==> config.mk <==
export PLATFORM = sky130hd
export DESIGN_NAME = data_gen_mc
export DESIGN_NICKNAME = d
export VERILOG_FILES = /design/src/rtl/data_gen_mc.sv
export SDC_FILE = /design/constraint.sdc
export NUM_CORES = 1
export LEC_CHECK = 0
export CAP_MARGIN = 10
export CORE_ASPECT_RATIO = 1.1
export CORE_MARGIN = 2
export CORE_UTILIZATION = 35
export CTS_BUF_LIST = sky130_fd_sc_hd__clkbuf_4 sky130_fd_sc_hd__clkbuf_8
export CTS_CLUSTER_DIAMETER = 120
export DETAILED_ROUTE_END_ITERATION = 8
export GPL_ROUTABILITY_DRIVEN = 1
export GPL_TIMING_DRIVEN = 0
export PLACE_DENSITY_LB_ADDON = 0.25
export SLEW_MARGIN = 10
export SYNTH_ARGS = -nofsm -noshare
export SYNTH_HDL_FRONTEND = slang
export SYNTH_SLANG_ARGS = --single-unit
==> constraint.sdc <==
create_clock -name clk -period 1.7 [get_ports clk]
set_input_delay 0.34 -clock clk [delete_from_list [all_inputs] [get_ports clk]]
set_output_delay 0.34 -clock clk [all_outputs]
set_load 0.02 [all_outputs]
==> src/rtl/data_gen_mc.sv <==
// Multi-lane burst stimulus generator (LFSR / increment / constant); first beat valid one cycle after start.
// Under backpressure (valid & !ready) data, valid and beat_cnt hold and no lane advances.
module data_gen_mc #(
  parameter int               WIDTH = 4,
  parameter int               NCH   = 2,
  parameter logic [WIDTH-1:0] POLY  = 4'hC
) (
  input  logic                 clk,
  input  logic                 rst,
  input  logic                 start,
  input  logic [1:0]           mode,
  input  logic [7:0]           len,
  input  logic [WIDTH-1:0]     seed,
  input  logic                 ready,
  output logic                 valid,
  output logic [NCH*WIDTH-1:0] data,
  output logic [NCH*WIDTH-1:0] data_smp,
  output logic [7:0]           beat_cnt,
  output logic                 busy,
  output logic                 done
);

  typedef enum logic {IDLE, RUN} state_t;

  state_t               state;
  logic [1:0]           mode_q;
  logic [7:0]           len_q;
  logic [NCH*WIDTH-1:0] load_dat;
  logic [NCH*WIDTH-1:0] adv_dat;
  logic                 last_beat;

  function automatic logic is_lfsr(input logic [1:0] m);
    return (m == 2'd0) || (m == 2'd3);
  endfunction

  function automatic logic [WIDTH-1:0] advance(input logic [WIDTH-1:0] s, input logic [1:0] m);
    logic [WIDTH-1:0] r;
    case (m)
      2'd1:    r = s + WIDTH'(1);
      2'd2:    r = s;
      default: r = s[0] ? ((s >> 1) ^ POLY) : (s >> 1);
    endcase
    return r;
  endfunction

  always_comb begin
    load_dat = '0;
    adv_dat  = '0;
    for (int i = 0; i < NCH; i++) begin
      logic [WIDTH-1:0] lane;
      lane = seed + WIDTH'(i);
      // An all-zero LFSR state would lock up, so it is nudged to 1.
      if (is_lfsr(mode) && (lane == '0)) lane = WIDTH'(1);
      load_dat[i*WIDTH +: WIDTH] = lane;
      adv_dat[i*WIDTH +: WIDTH]  = advance(data[i*WIDTH +: WIDTH], mode_q);
    end
  end

  // len = 0 means 256 beats: the 8-bit count wraps to 0 on exactly that beat.
  assign last_beat = ((beat_cnt + 8'd1) == len_q);

  always_ff @(posedge clk) begin
    if (rst) begin
      state    <= IDLE;
      mode_q   <= '0;
      len_q    <= '0;
      valid    <= 1'b0;
      data     <= '0;
      data_smp <= '0;
      beat_cnt <= '0;
      busy     <= 1'b0;
      done     <= 1'b0;
    end else begin
      data_smp <= data;
      done     <= 1'b0;
      case (state)
        IDLE: begin
          if (start) begin
            mode_q   <= mode;
            len_q    <= len;
            data     <= load_dat;
            valid    <= 1'b1;
            busy     <= 1'b1;
            beat_cnt <= '0;
            state    <= RUN;
          end
        end
        RUN: begin
          if (ready) begin
            beat_cnt <= beat_cnt + 8'd1;
            data     <= adv_dat;
            if (last_beat) begin
              valid <= 1'b0;
              busy  <= 1'b0;
              done  <= 1'b1;
              state <= IDLE;
            end
          end
        end
        default: state <= IDLE;
      endcase
    end
  end

endmodule

==> run_results.csv, run 1 <==
group,metric,value,unit
synthesis,synth_seq_area_share,40.1,%
synthesis,synth_edf_count,0,
synthesis,yosys.cell_types.count,39,
power_and_ir_drop,p_leak,1.08,nW
synthesis,syn_area,0.00185,mm²
final_layout,multi_input_comb_area,0.00110,mm²
placed_design,port_buffers,43,
synthesis,yosys_warnings,0,
worst_setup_path,cpMaxStageDelayCell,"dfxtp_4",
final_layout,fin_area,0.00255,mm²
timing,finClkSkew,0.00447,ns
status,violations,"negative setup slack",
clocking,cts_root_buf,"clkbuf_8",
global_routing,antenna_found_initial,0,
run,maxCapViolations,0,
final_layout,final_cell_mix,"nand2_1, dfxtp_1, a21oi_1, clkdlybuf4s50_1, nor2_1",
global_routing,grt_pass1_vias,1612,
timing,setup_viol,3,
floorplanning,rows,27,
timing,setup_slack,-0.0348,ns
final_layout,drive_gt1_share,10.5,%
timing,period_minus_slack,1.73,ns
placed_design,hpwl,3.19,mm
clocking,cts_sinks,37,
worst_setup_path,crit_path_max_incr_delay,0.38,ns
timing,final-hold-violation-count,0,
power_and_ir_drop,p_sw_share,27.9,%
power_and_ir_drop,clkPwrFrac,33.1,%
power_and_ir_drop,switchingPower,0.568,mW
status,status,"complete, but fails checks",
synthesis,async_flop_share,0,%
timing,final-max-slew-violation-count,0,
synthesis,ys.flop_type,"dfxtp_1",
route,dr.pass1.iters,4,
final_layout,regArea,751,µm²
placed_design,dpl_cell_area,0.00236,mm²
power_and_ir_drop,pwr-share-comb,19.5,%
clocking,cts_max_level,2,
clocking,clk_latency,0.29,ns
synthesis,ys_ff_latch,37,
power_and_ir_drop,pwr-share-seq,47.5,%
timing,rsz0062_at_grt,"true",
clocking,clkTransAtPathRegs,0.07,ns
power_and_ir_drop,ir_drop,0.000437,V
final_layout,final_nets,308,
worst_hold_path,hp-class,"in -> reg",
route,first_iter_violations,91,
final_layout,diodes,0,
placed_design,placedCellCount,333,
worst_setup_path,crit_fanout,5,
route,vias_per_cell,5.06,
worst_setup_path,required,1.94,ns
worst_setup_path,worst_setup_path_end_kind,"register",
synthesis,synthCells,232,
clocking,numCtsBuffers,5,
route,antenna_left,0,
final_layout,finalNonFillerCells,344,
route,wl_per_cell,13.1,µm
route,drc,0,
worst_setup_path,critPathLaunchType,"register",
floorplanning,core_area,0.00503,mm²
worst_setup_path,critical_path_class,"reg -> reg",
global_routing,grt_util_all_layers,16.3,%
timing,tightest_slew,0.565,ns
floorplanning,die_h,80.2,µm
clocking,cts_tree,"yes",
route,vias,1739,
synthesis,syn-num-nets,255,
floorplanning,die-area,0.00588,mm²
global_routing,grt_pass1_wl,7.47,mm
floorplanning,ios,45,
floorplanning,fp.dieW,73.3,µm
timing,max_freq,0.576,GHz
placed_design,place_congestion,0.751,
timing,tns,-0.0895,ns
power_and_ir_drop,powerDensity,798,mW/mm²
final_layout,final_common_cell,"nand2_1",
final_layout,syn_to_final_growth,37.8,%
global_routing,overflow,0,
clocking,cts_max_path_buffers,2,
route,routed_wl,4.49,mm
global_routing,grt_max_degree,12,
worst_setup_path,arrival,1.97,ns
worst_setup_path,path_cells,"ha_4 > and3_4 > a31oi_4 > a2111oi_4 > o211a_1 > and3b_1",
final_layout,fillers,507,
synthesis,synth_area_per_cell,7.97,µm²
timing,relSlewSlack,62.3,%
timing,fin_crit_sh,102,%
floorplanning,initial_core_util,36.7,%
power_and_ir_drop,power.internal,1.46,mW
[logic make-up after synthesis]
group | synth area share, %
muxes | 0.609
AOI/OAI and AO/OA | 19.2
buffers and inverters | 3.79
DFF | 40.1
adders and majority gates | 3.39
and+or+nand+nor | 24.0
xor gates and xnor gates | 9.00
[sequential cells by signal (all words and copies together) (netlist names)]
| signal | flops |
|---|---|
| state | 1 |
| len_q | 8 |
| mode_q | 2 |
| data | 8 |
| busy | 1 |
| beat_cnt | 8 |
| data_smp | 8 |
| done | 1 |
[through the flow]
step / total power, mW / utilization [%] / worst slack (ns) / hold slack, ns
2_1_floorplan: 1.22 / - / 0.00566 / 0.448
3_3_place_gp: 1.38 / 46.9 / -0.327 / 0.459
3_5_place_dp: 1.38 / 46.9 / -0.324 / 0.460
4_1_cts: 2.05 / 48.9 / 0.00272 / 0.247
5_1_grt: 2.14 / 50.6 / -0.120 / 0.250
6_report: 2.03 / 50.6 / -0.0348 / 0.254
[worst max-delay path: cells and delay by family (launching register included)]
kind | cells | cell delay, ns
flops | 1 | 0.38
fa+ha+maj | 1 | 0.16
simple gates | 2 | 0.40
compound gates | 3 | 0.74
[routing by layer]
metal / up-vias / part of all wire (%) / global-route usage (%)
li1: 901 / - / -
met1: 801 / 47 / 21.5
met2: 32 / 48 / 26.0
met3: 5 / 3.5 / 3.01
met4: 0 / 1.3 / 6.11
met5: - / 0 / 0
[final cells by class]
cell class                 count  share of cell area (%)
inverter                       3                   0.442
sequential                    37                    29.5
multi-input combinational    180                    43.1
tap                           58                    2.85
timing repair buffer          47                    17.9
clock inverter                 1                   0.196
clock buffer                   7                    3.78
buffer                        11                    2.21
[what timing repair did]
| item | in CTS | in global routing |
|---|---|---|
| hold buffers | 0 | 0 |
| setup endpoints to repair | 15 | 11 |
| pin swaps | 2 | 6 |
| buffers inserted | 0 | 4 |
| resized for setup | 13 | 16 |
[power groups by stage]
stage / combinational (mW) / sequential, mW / clock [mW]
2_1_floorplan: 0.197 / 1.02 / 0
3_3_place_gp: 0.391 / 0.987 / 0
3_5_place_dp: 0.397 / 0.987 / 0
4_1_cts: 0.390 / 0.967 / 0.696
5_1_grt: 0.440 / 0.974 / 0.729
6_report: 0.396 / 0.964 / 0.672
[synthesized netlist by cell type (3+ instances only)]
master     n  area share, %
nor2b_1   11            3.7
xor2_1     8            3.8
nand3_1    6            1.6
a211oi_1   5            2.0
nor3_1     6            1.6
dfxtp_1   37             40
xnor2_1   11            5.2
inv_1      3           0.61
nor2_1    27            5.5
a21oi_1   29            7.9
ha_1       5            3.4
clkbuf_1   8            1.6
nand2_1   37            7.5
o21ai_0    9            2.4
[path summary, 6_finish.rpt]
path / from / to / slack, ns / cells past startpoint
min reg2reg: len_q[0]$_SDFFE_PP0P_ / len_q[0]$_SDFFE_PP0P_ / 0.47 / 2
max reg2reg: beat_cnt[0]$_SDFFE_PP0P_ / done$_SDFF_PP0_ / -0.03 / 6
min: rst / data_smp[4]$_SDFF_PP0_ / 0.25 / 2
max: beat_cnt[0]$_SDFFE_PP0P_ / done$_SDFF_PP0_ / -0.03 / 6
(Power assumes the default switching activity.)
==> inputs of run 2 (changes only) <==
REMOVE_ABC_BUFFERS = 1   (was default)
==> run 2 against run 1 <==
Against the previous run: the flow still finishes with violations (negative setup slack); sequential share of layout area is 0.42 points higher; clock-buffer cell count increased by 1; global-route usage shrank 0.23 points; worst setup slack improved by 0.0068 ns; flip-flop and latch count did not move; critical endpoint is now busy$_SDFFE_PP0P_.
==> run_results.csv, run 2 (synthesis gave the netlist of run 1 again) <==
group,metric,value,unit
placed_design,hpwl,2.98,mm
final_layout,drive_gt1_share,11.4,%
global_routing,use_met1,20.0,%
timing,tns,-0.0572,ns
worst_setup_path,path_cells,"ha_4 > and3_4 > a31oi_4 > a2111oi_4 > o211a_1 > a211oi_1",
floorplanning,rows,27,
route,wl_per_cell,13.1,µm
worst_hold_path,hp-class,"reg -> reg",
global_routing,overflow,0,
floorplanning,core_area,0.00503,mm²
final_layout,regArea,753,µm²
floorplanning,die-area,0.00588,mm²
timing,fin_crit_sh,102,%
worst_setup_path,cp_num_buf_inv,0,
clocking,cts_sinks,37,
placed_design,pre_cts_slack,-0.851,ns
final_layout,fillers,493,
final_layout,diodes,0,
global_routing,busiest_layer,"met2",
placed_design,port_buffers,44,
timing,tightest_slew,0.703,ns
worst_setup_path,ff2ff_setup_slack,-0.03,ns
placed_design,placedCellCount,322,
global_routing,grt_max_degree,38,
final_layout,final_common_cell,"nand2_1",
placed_design,place_congestion,0.890,
worst_hold_path,worstHoldStart,"len_q[5]$_SDFFE_PP0P_",
clocking,clkTransAtPathRegs,0.07,ns
worst_setup_path,arrival,1.86,ns
placed_design,dpl_cell_area,0.00230,mm²
timing,relSlewSlack,53.1,%
power_and_ir_drop,powerDensity,791,mW/mm²
global_routing,grt_pass1_wl,7.42,mm
route,dr.pass1.iters,4,
power_and_ir_drop,p_total,1.99,mW
route,antenna_left,0,
worst_setup_path,crit_fanout,6,
global_routing,grt_pass1_vias,1655,
route,drc,0,
clocking,cts_max_level,2,
timing,final-max-slew-violation-count,0,
global_routing,grt_util_all_layers,16.1,%
final_layout,multi_input_comb_area,0.00111,mm²
worst_setup_path,critical_path_class,"reg -> reg",
floorplanning,ios,45,
clocking,clk_latency,0.28,ns
final_layout,final_cell_mix,"nand2_1, dfxtp_1, clkdlybuf4s50_1, a21oi_1, nor2_1",
final_layout,syn_to_final_growth,36.4,%
timing,rsz0062_at_grt,"true",
status,status,"complete, but fails checks",
floorplanning,die_h,80.2,µm
global_routing,met3_usage,4.39,%
worst_setup_path,cpMaxStageDelayCell,"dfxtp_4",
clocking,cts_tree,"yes",
power_and_ir_drop,ir_drop,0.000373,V
timing,finClkSkew,0.00609,ns
global_routing,antenna_found_initial,0,
floorplanning,fp.dieW,73.3,µm
status,violations,"negative setup slack",
timing,setup_slack,-0.0280,ns
worst_setup_path,critPathLaunchType,"register",
route,first_iter_violations,78,
timing,final-hold-violation-count,0,
worst_setup_path,worst_setup_path_end_kind,"register",
timing,period_minus_slack,1.73,ns
worst_setup_path,rr_startpoint,"beat_cnt[0]$_SDFFE_PP0P_",
final_layout,fin_area,0.00252,mm²
clocking,cts_max_path_buffers,2,
route,routed_wl,4.43,mm
final_layout,final_nets,302,
global_routing,grt_use_met2,26.7,%
worst_setup_path,required,1.83,ns
clocking,numCtsBuffers,5,
power_and_ir_drop,p_leak,1.02,nW
floorplanning,initial_core_util,36.7,%
clocking,cts_root_buf,"clkbuf_8",
route,vias,1789,
worst_setup_path,crit_path_max_incr_delay,0.39,ns
final_layout,finalNonFillerCells,338,
worst_setup_path,cp-startpoint,"beat_cnt[0]$_SDFFE_PP0P_",
worst_setup_path,cpLargestDelayFamily,"compound AO/OA/AOI/OAI gates",
route,vias_per_cell,5.29,
timing,setup_viol,3,
run,maxCapViolations,0,
timing,max_freq,0.579,GHz
run 2: changes by cell type in the layout (fill, tap and decap cells not counted), sizes merged:
| cell | previous run | this run |
|---|---|---|
| dlygate4sd2 | 11 | 13 |
| clkinv | 1 | 0 |
| clkbuf | 15 | 8 |
| dlymetal6s2s | 4 | 0 |
| buf | 7 | 9 |
| clkdlybuf4s50 | 28 | 30 |
run 2: stage by stage:
stage,hold slack (ns),utilization [%]
detailed placement,0.463,45.6
finish,0.469,50.1
CTS,0.473,48.0
global placement,0.457,45.7
global route,0.500,50.1
floorplan,0.409,-
run 2: layout make-up:
cell class                      instances  area share [%]
Clock buffer                            8            3.62
Inverter                                3           0.447
Multi-Input combinational cell        180            44.1
Sequential cell                        37            29.9
Tap cell                               58            2.88
Timing Repair Buffer                   52            19.0
run 2: worst reg2reg max path, delay by kind of cell, from the launching register on:
kind / cells / cell delay, ns
compound gates: 4 / 0.82
flops: 1 / 0.39
simple gates: 1 / 0.22
fa+ha+maj: 1 / 0.16
run 2: final timing paths:
| check | end | cells after the start |
|---|---|---|
| setup reg to reg | busy$_SDFFE_PP0P_ | 6 |
| hold / removal | len_q[5]$_SDFFE_PP0P_ | 2 |
| setup / recovery | busy$_SDFFE_PP0P_ | 6 |
| hold reg to reg | len_q[5]$_SDFFE_PP0P_ | 2 |
run 2: power breakdown:
group | leakage [nW] | internal, mW | total [mW] | switching [mW]
clock | 0.0498 | 0.339 | 0.632 | 0.292
combinational | 0.664 | 0.186 | 0.387 | 0.201
sequential | 0.305 | 0.914 | 0.975 | 0.0615
total | 1.02 | 1.44 | 1.99 | 0.555
run 2: per-layer routing:
metal	part of all wire [%]	routed length [µm]	up-vias
met5	0	0	-
met2	48	2140	51
li1	-	-	890
met1	45	2010	844
met4	0.99	44	0
met3	5.2	232	4
run 2: repair_timing:
item	4_1_cts	5_1_grt
gates resized for setup	25	10
setup endpoints to repair	42	14
pin swaps	2	4
buffers inserted	0	8
hold buffers	0	0
